### config.mk
export PLATFORM = sky130hd
export DESIGN_NAME = load_store_unit_flat
export DESIGN_NICKNAME = d
export VERILOG_FILES = /design/src/rtl/load_store_unit_pkg.sv /design/src/rtl/load_store_unit_if.sv /design/src/rtl/load_store_unit_lane_align.sv /design/src/rtl/load_store_unit.sv /design/src/flat_wrapper.sv
export SDC_FILE = /design/constraint.sdc
export NUM_CORES = 1
export LEC_CHECK = 0
export CAP_MARGIN = 20
export CORE_ASPECT_RATIO = 0.5
export CORE_MARGIN = 2
export CORE_UTILIZATION = 30
export CTS_BUF_LIST = sky130_fd_sc_hd__clkbuf_16
export DETAILED_ROUTE_END_ITERATION = 7
export SLEW_MARGIN = 20
export SYNTH_ARGS = -nofsm -noshare
export SYNTH_HDL_FRONTEND = slang
export SYNTH_HIERARCHICAL = 1
export SYNTH_SLANG_ARGS = --single-unit
### constraint.sdc
create_clock -name clock -period 7.2 [get_ports clock]
set_input_delay 0.72 -clock clock [delete_from_list [all_inputs] [get_ports clock]]
set_output_delay 0.72 -clock clock [all_outputs]
set_load 0.02 [all_outputs]
### src/rtl/load_store_unit_pkg.sv
// Shared types and helpers for the LEGv8 load/store unit.
package lsu_pkg;

  // Access size encodings as carried on reqSize.
  typedef enum logic [1:0] {
    SIZE_B = 2'b00,
    SIZE_H = 2'b01,
    SIZE_W = 2'b10,
    SIZE_D = 2'b11
  } sizeT;

  // Control states of the access sequencer.
  typedef enum logic [1:0] {
    IDLE  = 2'b00,
    READ  = 2'b01,
    WRITE = 2'b10,
    RESP  = 2'b11
  } stateT;

  // Number of bytes moved by an access of the given size (1, 2, 4 or 8).
  function automatic logic [3:0] sizeBytes(input sizeT size);
    return 4'd1 << size;
  endfunction

  // True when the low address bits are not a multiple of the access size.
  function automatic logic isMisaligned(input sizeT size, input logic [2:0] lowAddr);
    logic [2:0] alignMask;
    alignMask = 3'(sizeBytes(size) - 4'd1);
    return (lowAddr & alignMask) != 3'b000;
  endfunction

endpackage

### src/rtl/load_store_unit_if.sv
// Request, response and data-memory signals of the load/store unit.
interface load_store_unit_if;

  // Request from execute.
  logic        reqValid;
  logic        reqReady;
  logic        reqIsStore;
  logic [1:0]  reqSize;
  logic        reqSigned;
  logic [63:0] reqAddress;
  logic [63:0] reqStoreData;
  logic [4:0]  reqDest;

  // Data memory, doubleword wide with combinational read.
  logic [63:0] memAddress;
  logic [63:0] memWriteData;
  logic        memRead;
  logic        memWrite;
  logic [63:0] memReadData;

  // Response to write-back.
  logic        rspValid;
  logic        rspReady;
  logic [63:0] rspData;
  logic [4:0]  rspDest;
  logic        rspIsStore;
  logic        rspFault;

  // The load/store unit itself.
  modport slave (
    input  reqValid, reqIsStore, reqSize, reqSigned, reqAddress, reqStoreData, reqDest,
    output reqReady,
    output memAddress, memWriteData, memRead, memWrite,
    input  memReadData,
    output rspValid, rspData, rspDest, rspIsStore, rspFault,
    input  rspReady
  );

  // The surroundings: execute stage, data memory and write-back.
  modport master (
    output reqValid, reqIsStore, reqSize, reqSigned, reqAddress, reqStoreData, reqDest,
    input  reqReady,
    input  memAddress, memWriteData, memRead, memWrite,
    output memReadData,
    input  rspValid, rspData, rspDest, rspIsStore, rspFault,
    output rspReady
  );

endinterface

### src/rtl/load_store_unit_lane_align.sv
// Byte-lane steering: load extraction/extension and store read-modify-write merge.
module lane_align
  import lsu_pkg::*;
(
  input  logic [2:0]  lane,
  input  sizeT        size,
  input  logic        isSigned,
  input  logic [63:0] readData,
  input  logic [63:0] storeData,
  output logic [63:0] loadData,
  output logic [63:0] mergedData
);

  logic [5:0]  shiftBits;
  logic [63:0] shifted;
  logic [63:0] sizeMask;
  logic [63:0] laneMask;

  // Little-endian lane select for loads and byte-masked merge for stores.
  always_comb begin
    // NOTE: every output of this block gets a value before any branch, so no latch is inferred.
    shiftBits  = {lane, 3'b000};
    shifted    = readData >> shiftBits;
    // A shift by 64 yields zero, so the doubleword mask is all ones.
    sizeMask   = ~(64'hFFFF_FFFF_FFFF_FFFF << {sizeBytes(size), 3'b000});
    loadData   = shifted & sizeMask;
    if (isSigned) begin
      case (size)
        SIZE_B:  loadData = {{56{shifted[7]}},  shifted[7:0]};
        SIZE_H:  loadData = {{48{shifted[15]}}, shifted[15:0]};
        SIZE_W:  loadData = {{32{shifted[31]}}, shifted[31:0]};
        default: loadData = shifted & sizeMask;
      endcase
    end
    laneMask   = sizeMask << shiftBits;
    mergedData = (readData & ~laneMask) | ((storeData << shiftBits) & laneMask);
  end

endmodule

### src/rtl/load_store_unit.sv
// LEGv8 memory-stage load/store unit: one request at a time, read-modify-write
// for sub-doubleword stores, sign-extending loads, fault detection before any
// memory access.
module load_store_unit
  import lsu_pkg::*;
#(
  parameter int MEM_BYTES  = 128,
  parameter int DATA_WIDTH = 64
) (
  input logic             clock,
  input logic             resetN,
  load_store_unit_if.slave bus
);

  stateT state;
  stateT nextState;

  sizeT  reqSizeT;
  logic  reqFault;
  logic  reqIsDwStore;
  logic  accept;

  logic [2:0]            laneQ;
  sizeT                  sizeQ;
  logic                  signedQ;
  logic                  isStoreQ;
  logic [DATA_WIDTH-1:0] storeDataQ;

  logic [63:0] loadData;
  logic [63:0] mergedData;

  assign reqSizeT     = sizeT'(bus.reqSize);
  assign reqFault     = isMisaligned(reqSizeT, bus.reqAddress[2:0]) ||
                        (bus.reqAddress >= 64'(MEM_BYTES));
  assign reqIsDwStore = bus.reqIsStore && (reqSizeT == SIZE_D);
  assign accept       = (state == IDLE) && bus.reqValid;

  // Only the idle state takes new work.
  assign bus.reqReady = (state == IDLE);

  // State register.
  always_ff @(posedge clock) begin
    // NOTE: sequential state uses non-blocking assignment so every register samples pre-edge values.
    if (!resetN) state <= IDLE;
    else         state <= nextState;
  end

  // Next-state decode.
  always_comb begin
    nextState = state;
    unique case (state)
      IDLE: begin
        if (bus.reqValid) begin
          if (reqFault)          nextState = RESP;
          else if (reqIsDwStore) nextState = WRITE;
          else                   nextState = READ;
        end
      end
      READ:    nextState = isStoreQ ? WRITE : RESP;
      WRITE:   nextState = RESP;
      RESP:    if (bus.rspReady) nextState = IDLE;
      default: nextState = IDLE;
    endcase
  end

  // Registered strobes decoded from the state being entered, so each is high for exactly its state.
  always_ff @(posedge clock) begin
    if (!resetN) begin
      bus.memRead  <= 1'b0;
      bus.memWrite <= 1'b0;
      bus.rspValid <= 1'b0;
    end else begin
      bus.memRead  <= (nextState == READ);
      bus.memWrite <= (nextState == WRITE);
      bus.rspValid <= (nextState == RESP);
    end
  end

  // Request capture on acceptance, then read-data use at the end of READ.
  always_ff @(posedge clock) begin
    if (!resetN) begin
      laneQ            <= 3'b000;
      sizeQ            <= SIZE_B;
      signedQ          <= 1'b0;
      isStoreQ         <= 1'b0;
      storeDataQ       <= '0;
      bus.memAddress   <= 64'd0;
      bus.memWriteData <= 64'd0;
      bus.rspData      <= 64'd0;
      bus.rspDest      <= 5'd0;
      bus.rspIsStore   <= 1'b0;
      bus.rspFault     <= 1'b0;
    end else if (accept) begin
      laneQ          <= bus.reqAddress[2:0];
      sizeQ          <= reqSizeT;
      signedQ        <= bus.reqSigned;
      isStoreQ       <= bus.reqIsStore;
      storeDataQ     <= bus.reqStoreData;
      bus.memAddress <= {bus.reqAddress[63:3], 3'b000};
      bus.rspData    <= 64'd0;
      bus.rspDest    <= bus.reqDest;
      bus.rspIsStore <= bus.reqIsStore;
      bus.rspFault   <= reqFault;
      // A full doubleword store needs no read, so its data goes out as-is.
      if (reqIsDwStore) bus.memWriteData <= bus.reqStoreData;
    end else if (state == READ) begin
      if (isStoreQ) bus.memWriteData <= mergedData;
      else          bus.rspData      <= loadData;
    end
  end

  lane_align u_laneAlign (
    .lane       (laneQ),
    .size       (sizeQ),
    .isSigned   (signedQ),
    .readData   (bus.memReadData),
    .storeData  (storeDataQ),
    .loadData   (loadData),
    .mergedData (mergedData)
  );

endmodule

### src/flat_wrapper.sv
// flat-port wrapper written by rule: the top's interface ports become plain ports
module load_store_unit_flat import lsu_pkg::*;
#(
  parameter int MEM_BYTES  = 128,
  parameter int DATA_WIDTH = 64
)
  (clock, resetN, bus_reqValid, bus_reqIsStore, bus_reqSize, bus_reqSigned, bus_reqAddress, bus_reqStoreData, bus_reqDest, bus_reqReady, bus_memAddress, bus_memWriteData, bus_memRead, bus_memWrite, bus_memReadData, bus_rspValid, bus_rspData, bus_rspDest, bus_rspIsStore, bus_rspFault, bus_rspReady);
  load_store_unit_if bus_i ();
  input logic clock;
  input logic resetN;
  input wire logic [$bits(bus_i.reqValid)-1:0] bus_reqValid;
  input wire logic [$bits(bus_i.reqIsStore)-1:0] bus_reqIsStore;
  input wire logic [$bits(bus_i.reqSize)-1:0] bus_reqSize;
  input wire logic [$bits(bus_i.reqSigned)-1:0] bus_reqSigned;
  input wire logic [$bits(bus_i.reqAddress)-1:0] bus_reqAddress;
  input wire logic [$bits(bus_i.reqStoreData)-1:0] bus_reqStoreData;
  input wire logic [$bits(bus_i.reqDest)-1:0] bus_reqDest;
  output wire logic [$bits(bus_i.reqReady)-1:0] bus_reqReady;
  output wire logic [$bits(bus_i.memAddress)-1:0] bus_memAddress;
  output wire logic [$bits(bus_i.memWriteData)-1:0] bus_memWriteData;
  output wire logic [$bits(bus_i.memRead)-1:0] bus_memRead;
  output wire logic [$bits(bus_i.memWrite)-1:0] bus_memWrite;
  input wire logic [$bits(bus_i.memReadData)-1:0] bus_memReadData;
  output wire logic [$bits(bus_i.rspValid)-1:0] bus_rspValid;
  output wire logic [$bits(bus_i.rspData)-1:0] bus_rspData;
  output wire logic [$bits(bus_i.rspDest)-1:0] bus_rspDest;
  output wire logic [$bits(bus_i.rspIsStore)-1:0] bus_rspIsStore;
  output wire logic [$bits(bus_i.rspFault)-1:0] bus_rspFault;
  input wire logic [$bits(bus_i.rspReady)-1:0] bus_rspReady;
  assign bus_i.reqValid = bus_reqValid;
  assign bus_i.reqIsStore = bus_reqIsStore;
  assign bus_i.reqSize = bus_reqSize;
  assign bus_i.reqSigned = bus_reqSigned;
  assign bus_i.reqAddress = bus_reqAddress;
  assign bus_i.reqStoreData = bus_reqStoreData;
  assign bus_i.reqDest = bus_reqDest;
  assign bus_reqReady = bus_i.reqReady;
  assign bus_memAddress = bus_i.memAddress;
  assign bus_memWriteData = bus_i.memWriteData;
  assign bus_memRead = bus_i.memRead;
  assign bus_memWrite = bus_i.memWrite;
  assign bus_i.memReadData = bus_memReadData;
  assign bus_rspValid = bus_i.rspValid;
  assign bus_rspData = bus_i.rspData;
  assign bus_rspDest = bus_i.rspDest;
  assign bus_rspIsStore = bus_i.rspIsStore;
  assign bus_rspFault = bus_i.rspFault;
  assign bus_i.rspReady = bus_rspReady;
  load_store_unit #(.MEM_BYTES(MEM_BYTES), .DATA_WIDTH(DATA_WIDTH)) u_core (.clock(clock), .resetN(resetN), .bus(bus_i));
endmodule
# Word-level counts from Yosys, hierarchy flattened
# Index checks and enable logic that the tools add are counted.
[totals]
reg_bits = 271
in_bits = 205
output_inout_bits = 203
wordCells = 64
[classes]
n_addsub = 1
order_cmp = 1
eq_ne = 10
shift = 6
n_mux = 12
n_bitwise = 9
reduce_logical = 11
[op_table]
columns = ["operator", "count"]
rows = [
  ["two-way mux 64 bit", 5],
  ["AND 64 bit", 3],
  ["case mux 64 bit (3 select lines)", 1],
  ["NOT 64 bit", 2],
  ["<< shifter 64 x 6 -> 64 bit", 2],
  [">= comparator 64 x 8 -> 1 bit, second input constant", 1],
  ["OR 64 bit", 1],
  ["<< shifter 64 x 7 -> 64 bit, first input constant", 1],
  ["right shift 64 x 6 -> 64 bit", 1],
  ["== test 2 bit, second input constant", 6],
  ["two-way mux 2 bit", 4],
  ["case mux 2 bit (4 select lines)", 1],
  ["== test 2 x 1 -> 1 bit, second input constant", 3],
  ["logical NOT 2 bit", 2],
  ["nonzero test 2 bit", 2],
  ["<< shifter 1 x 2 -> 4 bit, first input constant", 1],
  ["AND 3 bit", 1],
  ["AND reduction 3 bit", 1],
  ["nonzero test 3 bit", 1],
  ["<< shifter 1 x 2 -> 3 bit, first input constant", 1],
  ["subtractor 3 x 1 -> 3 bit, second input constant", 1],
  ["logical AND 1 bit", 2],
  ["inequality test 2 x 1 -> 1 bit, second input constant", 1],
  ["NOT 1 bit", 2],
  ["4 further kinds", 4],
]

# Logic depth before layout (Yosys ltp)
# Gate-level depths: netlist of run 1.
[logic_depth]
ltp_word = 10
ltp_mapped = 11
mapped_depth_nobuf = 7

# Hierarchy
# The synthesis of run 1 kept the hierarchy.
[by_module_without_submodules]
columns = ["mod", "instances", "cells_per_inst", "area_each_um2", "seq_area_each_um2"]
rows = [
  ["load_store_unit", 1, 1222, 10545.1, 5425.2],
  ["lane_align", 1, 584, 4677.0, 0.0],
]

# Worst setup path before layout of run 1
# No wires, ideal clock.
[synth_path]
path_type = "flip-flop to flip-flop"
from = "register u_core.laneQ[0]"
to = "register u_core.bus.memWriteData[63]"
setup_ns = 0.119
t_arrival_ns = 2.202
required_time_ns = 7.081
setup_slack_ns = 4.880
path_stages_with_launch = 11
n_path_buf = 4
synth_period_minus_slack_ns = 2.320
cell_sequence = "dfxtp_1 -> buf_4 -> buf_4 -> buf_4 -> buf_4 -> mux4_2 -> nand2_1 -> o211ai_1 -> o21a_1 -> a211o_1 -> o221a_2"
[synth_via]
elab_chain_len = 7
word_cells_on_any_way = 9
classes_between = "2 x shift; 3 x mux; 4 x bitwise"
[synth_rtl]
columns = ["item", "line_no", "text"]
rows = [
  ["start: declaration", "load_store_unit.sv:23", "logic [2:0] laneQ;"],
  ["start signal: assignment", "load_store_unit.sv:94", "laneQ <= bus.reqAddress[2:0];"],
  ["<< shifter 64 x 6 -> 64 bit", "load_store_unit_lane_align.sv:35", "laneMask = sizeMask << shiftBits;"],
  ["NOT 64 bit", "load_store_unit_lane_align.sv:36", "mergedData = (readData & ~laneMask) | ((storeData << shiftBits) & laneMask);"],
  ["AND 64 bit", "load_store_unit_lane_align.sv:36", ""],
  ["OR 64 bit *", "load_store_unit_lane_align.sv:36", ""],
  ["via u_core.mergedData[63]", "load_store_unit.sv:30", "logic [63:0] mergedData;"],
  ["two-way mux 64 bit *", "load_store_unit.sv:107", "if (isStoreQ) bus.memWriteData <= mergedData;"],
  ["two-way mux 64 bit *", "load_store_unit.sv:106", "end else if (state == READ) begin"],
  ["two-way mux 64 bit *", "load_store_unit.sv:93", "end else if (accept) begin"],
  ["end signal: assignment", "load_store_unit.sv:105", "if (reqIsDwStore) bus.memWriteData <= bus.reqStoreData;"],
  ["end signal: assignment", "load_store_unit.sv:107", ""],
  ["end: declaration", "load_store_unit_if.sv:33", "output memAddress, memWriteData, memRead, memWrite,"],
]
# Mark *: on every way through the listed nets, which the timed path passes. The rest lies on a longest branch. The select of a mux whose other input is x is not followed.
# A chain may end at the register's enable or synchronous reset.

# Final worst setup path of run 1
[layout_path]
from = "register u_core.laneQ[1]"
to = "register u_core.bus.memWriteData[53]"
# Same word-level chain as after synthesis.

==> results of run 1 <==
==> final timing paths <==
| kind | end | depth (start not counted) | from |
|---|---|---|---|
| max reg2reg | u_core/bus.memWriteData[53]$_SDFFE_PN0P_ | 9 | u_core/laneQ[1]$_SDFFE_PN0P_ |
| max | u_core/bus.memWriteData[53]$_SDFFE_PN0P_ | 9 | u_core/laneQ[1]$_SDFFE_PN0P_ |
| min reg2reg | u_core/bus.rspData[18]$_SDFFE_PP0P_ | 2 | u_core/bus.rspData[18]$_SDFFE_PP0P_ |
| min | u_core/bus.rspData[18]$_SDFFE_PP0P_ | 2 | u_core/bus.rspData[18]$_SDFFE_PP0P_ |
==> metal layers <==
metal	global-route usage	up-vias
met2	0.392	644
li1	-	6987
met4	0.0743	4
met5	0	-
met1	0.307	7416
met3	0.0524	119
==> final cells by class <==
| class | instances | area [um2] |
|---|---|---|
| well taps | 690 | 863 |
| diodes | 1 | 2.50 |
| repair buffers | 424 | 4200 |
| fillers | 5129 | 29700 |
| clock inverters | 23 | 201 |
| multi-input cells | 1296 | 8770 |
| clock buffers | 27 | 676 |
| inverters | 67 | 251 |
| flip-flops and latches | 271 | 5430 |
==> where the power goes <==
group          internal, W  total, W  leakage [nW]  switching [W]
Sequential         0.00157   0.00167          2.21      0.0000920
Combinational     0.000419  0.000969          4.36       0.000550
Clock             0.000798   0.00146         0.447       0.000659
==> layout by cell type (no fill, tap or decap), drive strengths merged, types with 13 or more instances in the layout <==
| cell type | count |
|---|---|
| a31oi | 17 |
| clkdlybuf4s50 | 403 |
| nor2 | 45 |
| nor2b | 14 |
| mux4 | 55 |
| o211ai | 72 |
| dfxtp | 271 |
| mux2i | 88 |
| nor4 | 13 |
| a21boi | 136 |
| o2bb2ai | 17 |
| mux2 | 25 |
| clkbuf | 27 |
| inv | 75 |
| a21oi | 92 |
| nand4 | 28 |
| nand2 | 500 |
| o21ai | 34 |
| o221a | 64 |
| buf | 21 |
==> worst max-delay path, cell delays in order, from the launching register on <==
cell	delay, ns
dfxtp_4	0.88
buf_4	0.79
o21ai_0	0.20
a221oi_2	0.58
buf_4	0.29
nor2_1	0.07
a31oi_1	0.15
inv_1	0.06
o211ai_1	0.18
o221a_2	0.21
==> state kept, by name, indices dropped and copies added (netlist names) <==
| register | count |
|---|---|
| u_core/bus.memWriteData | 64 |
| u_core/bus.rspData | 64 |
| u_core/bus.memAddress | 61 |
| u_core/bus.memWrite | 1 |
| u_core/bus.rspValid | 1 |
| u_core/bus.memRead | 1 |
| u_core/laneQ | 3 |
| u_core/sizeQ | 2 |
| u_core/isStoreQ | 1 |
| u_core/state | 2 |
| u_core/signedQ | 1 |
| u_core/storeDataQ | 64 |
| u_core/bus.rspDest | 5 |
| u_core/bus.rspFault | 1 |
==> metrics by stage <==
step	hold WS [ns]	cells	total power [W]
6_report	0.457	2799	0.00409
5_1_grt	0.471	2799	0.00425
4_1_cts	0.459	2797	0.00412
3_5_place_dp	0.450	2747	0.00265
3_3_place_gp	0.445	2747	0.00265
2_1_floorplan	0.441	1808	0.00222
==> cell families after synthesis <==
group           after synthesis
compound gates              479
buf+inv                     241
flops                       271
mux                         168
other cells                   1
simple gates                646
==> run_results.csv, run 1 <==
group,metric,value,unit
status,status,"completed",
yosys,synth_cells,1806,
yosys,synth_top_family_by_area,"compound AO/OA/AOI/OAI gates",
clock_network,cts_tree,"yes",
global_route,grt_pass1_vias,14500,
clock_network,cts-htree-levels,1,
placed_design,hpwl,47.2,mm
yosys,synthArstFlopShare,0,
routing,dr_wl_met2,31.3,mm
yosys,syn_area,15200,um2
run,max_cap_viol_count,0,
yosys,synth_compound_area_frac,0.237,
worst_setup_path,worstPathMaxFanout,63,
layout,drive_gt1_frac,0.100,
sta,fin_crit_sh,0.492,
pwr,p_per_area,201,nW/um2
layout,design_area,20400,um2
global_route,grt-ovfl-total,0,
routing,avgViaCountPerCell,5.42,
clock_network,clkTransAtPathRegs,0.07,ns
yosys,synthMuxAreaShare,0.158,
yosys,synth_xor_area_frac,0,
routing,dr_wl_met3,5.04,mm
global_route,grt_max_degree,203,
yosys,postSynthAreaPerCell,8.43,um2
yosys,yosysTopAreaCell,"dfxtp_1",
pwr,p_leak,7.01,nW
yosys,ys_seq_area_frac,0.356,
clock_network,cts_sinks,271,
pwr,peakVddDrop,0.187,mV
worst_hold_path,holdCritPathClass,"flip-flop to flip-flop",
layout,area_delta_synth_final,34.0,%
sta,tns,0,ns
global_route,antenna_found_initial,3,
routing,top_layer_used,"met5",
floorplan,coreArea,50100,um2
worst_setup_path,crit_type,"flip-flop to flip-flop",
yosys,synth-adder-area-share,0,
worst_setup_path,r2r_setup_slack,3.66,ns
placed_design,gp_congestion,0.939,
floorplan,io_pins,408,
routing,drtIter0Drc,1715,
yosys,ys_ff_latch,271,
global_route,grt_usage,0.237,
yosys,netlist.area_leader.share,0.356,
sta,maxSlewViolCount,0,
clock_network,ctsHoldBuffers,0,
yosys,ys_top_cells_by_area,"dfxtp_1 36%, nand2_1 12%, mux4_2 8.1%",
routing,wl,65.4,mm
routing,firstDrtPassIters,7,
worst_setup_path,crit_required,7.72,ns
floorplan,dieArea,52700,um2
routing,post_drt_wl_per_cell,23.4,um
floorplan,initial_core_util,0.304,
sta,worstMarginPinSlew,1.11,ns
worst_setup_path,start_kind,"flip-flop",
yosys,yosysWarnings,6,
sta,relSlewSlack,0.260,
worst_setup_path,endpoint_kind,"flip-flop",
floorplan,die_width,323,um
routing,via_count,15200,
clock_network,cts_root_buf,"clkbuf_16",
yosys,synth-edff-count,0,
yosys,yosys.area_share.simple,0.177,
sta,finalSetupViolations,0,
floorplan,die_height,163,um
sta,setup_slack,3.66,ns
layout,fin_nets,2292,
clock_network,cts_resized,0,
placed_design,port_buffers,404,
global_route,grt_pass1_wl,95.0,mm
routing,drc,0,
clock_network,clk_latency,0.57,ns
layout,fin_util,0.407,
sta,rsz0062_at_grt,"false",
sta,hold_viol,0,
clock_network,numCtsBuffers,27,
yosys,yosysMostFrequentCell,"nand2_1",
yosys,ys_types,59,
yosys,synth.cells.most_frequent,"500 x nand2_1, 271 x dfxtp_1, 136 x a21boi_0",
placed_design,post_dp_cell_area,19500,um2
routing,met1_length,27.2,mm
clock_network,postCtsSetupRepairBufs,0,
worst_setup_path,cp_data_arrival_time,4.06,ns
placed_design,pre_cts_ws,3.48,ns
sta,skew,0.0187,ns
clock_network,cts_max_path_buffers,3,
sta,fmax,0.282,GHz
sta,fin_crit,3.54,ns
yosys,synth_ff_type,"dfxtp_1",
routing,antenna_left,0,
floorplan,num_rows,58,
(Power assumes the default switching activity.)
==> run 2: changes to the inputs <==
==> constraint.sdc (replaced) <==
create_clock -name clock -period 3 [get_ports clock]
set_input_delay 0.3 -clock clock [delete_from_list [all_inputs] [get_ports clock]]
set_output_delay 0.3 -clock clock [all_outputs]
set_load 0.02 [all_outputs]
==> run_results.csv, run 2 (synthesis gave the netlist of run 1 again) <==
group,metric,value,unit
clock_network,cts-htree-levels,1,
pwr,p_per_area,473,nW/um2
floorplan,initial_core_util,0.304,
floorplan,io_pins,408,
clock_network,cts_sinks,271,
routing,firstDrtPassIters,5,
layout,drive_gt1_frac,0.119,
sta,finalSetupViolations,0,
floorplan,num_rows,58,
layout,reg_top3,"u_core/bus.memWriteData: 64 flops, u_core/bus.rspData: 64 flops, u_core/storeDataQ: 64 flops",
sta,relSlewSlack,0.423,
routing,drc,0,
clock_network,clkTransAtPathRegs,0.07,ns
clock_network,ctsHoldBuffers,0,
sta,tns,0,ns
layout,fin_nets,2337,
run,max_cap_viol_count,0,
placed_design,gp_congestion,0.964,
worst_setup_path,cp_slowest_cell,"nor3b_2",
routing,antenna_left,0,
worst_hold_path,holdCritPathClass,"input port to flip-flop",
layout,final_common_cell,"nand2_1",
sta,maxSlewViolCount,0,
pwr,peakVddDrop,0.495,mV
global_route,grt_pass1_vias,14600,
routing,avgViaCountPerCell,5.34,
pwr,p_leak,7.29,nW
worst_setup_path,worstPathMaxFanout,32,
global_route,grt-ovfl-total,0,
routing,via_count,15200,
sta,worstMarginPinSlew,0.861,ns
clock_network,numCtsBuffers,28,
layout,layout_common_cells,"497 x nand2_1, 403 x clkdlybuf4s50_1, 268 x dfxtp_1",
global_route,grt_usage,0.236,
status,status,"completed",
floorplan,dieArea,52700,um2
global_route,grt_max_degree,105,
clock_network,cts_root_buf,"clkbuf_16",
floorplan,coreArea,50100,um2
clock_network,cts_tree,"yes",
global_route,grt_pass1_wl,94.8,mm
clock_network,postCtsSetupRepairBufs,0,
worst_setup_path,start_kind,"flip-flop",
clock_network,cts_max_path_buffers,3,
worst_setup_path,crit_type,"flip-flop to flip-flop",
sta,skew,0.0108,ns
worst_setup_path,crit_path_max_incr_delay,0.65,ns
worst_setup_path,path_delay_family,"simple AND/OR/NAND/NOR gates",
sta,fin_crit,2.59,ns
worst_setup_path,cp_data_arrival_time,3.10,ns
worst_setup_path,critical_path_buf_inv_count,2,
layout,area_delta_synth_final,37.0,%
layout,fin_util,0.416,
routing,drtIter0Drc,1682,
worst_setup_path,worstPathCellList,"buf_4 > nor3b_2 > and3_1 > o311ai_4 > buf_4 > nand4_1 > nand2_1 > a21oi_1",
worst_setup_path,crit_required,3.51,ns
placed_design,port_buffers,404,
pwr,power,0.00987,W
clock_network,clk_latency,0.58,ns
global_route,antenna_found_initial,1,
sta,hold_viol,0,
worst_setup_path,crit_path_frequent_cell,"buf_4",
placed_design,hpwl,48.4,mm
floorplan,die_height,163,um
clock_network,cts_resized,0,
routing,wl,64.8,mm
routing,post_drt_wl_per_cell,22.8,um
floorplan,die_width,323,um
worst_setup_path,endpoint_kind,"flip-flop",
sta,fin_crit_sh,0.864,
sta,rsz0062_at_grt,"false",
sta,fmax,0.386,GHz
==> run 2: cell types whose count changed in the layout (fill, tap and decap cells not counted), moves of 4 or more <==
| cell | previous run | this run |
|---|---|---|
| inv_6 | 4 | 0 |
| clkinv_2 | 3 | 7 |
| buf_12 | 1 | 11 |
| clkinv_1 | 8 | 2 |
| inv_1 | 69 | 73 |
| buf_4 | 20 | 54 |
==> run 2: through the flow <==
stage,setup WS [ns],instances,cell area [um2],hold WS (ns)
3_3_place_gp,0.419,2792,20000,0.444
2_1_floorplan,0.680,1808,15200,0.441
5_1_grt,0.277,2845,20900,0.116
4_1_cts,0.485,2844,20900,0.118
3_5_place_dp,0.369,2792,20000,0.448
6_report,0.408,2845,20900,0.139
==> run 2: area by class of cell <==
| type | count | area, um2 |
|---|---|---|
| Fill cell | 5099 | 29300 |
| Multi-Input combinational cell | 1296 | 8760 |
| Sequential cell | 271 | 5430 |
| Timing Repair Buffer | 468 | 4660 |
| Tap cell | 690 | 863 |
| Clock buffer | 28 | 701 |
| Inverter | 67 | 251 |
| Clock inverter | 24 | 188 |
| Antenna cell | 1 | 2.50 |
==> run 2: per-layer routing <==
layer / wire length, um / vias up / track usage
met5: 0 / - / 0
met4: 2080 / 0 / 0.0746
met3: 4660 / 107 / 0.0465
met2: 30900 / 567 / 0.385
met1: 27100 / 7436 / 0.314
li1: - / 7076 / -
==> run 2: power breakdown <==
group | switching (W) | internal [W]
clock network | 0.00160 | 0.00188
registers | 0.000192 | 0.00378
logic | 0.00135 | 0.00107
==> run 2: final timing paths <==
| check | startpoint | to | slack, ns | cells past startpoint |
|---|---|---|---|---|
| setup / recovery | u_core/laneQ[1]$_SDFFE_PN0P_ | u_core/bus.rspData[56]$_SDFFE_PP0P_ | 0.41 | 8 |
| hold / removal | resetN | u_core/laneQ[1]$_SDFFE_PN0P_ | 0.14 | 2 |
| setup reg to reg | u_core/laneQ[1]$_SDFFE_PN0P_ | u_core/bus.rspData[56]$_SDFFE_PP0P_ | 0.41 | 8 |
| hold reg to reg | u_core/bus.rspData[14]$_SDFFE_PP0P_ | u_core/bus.rspData[14]$_SDFFE_PP0P_ | 0.46 | 2 |
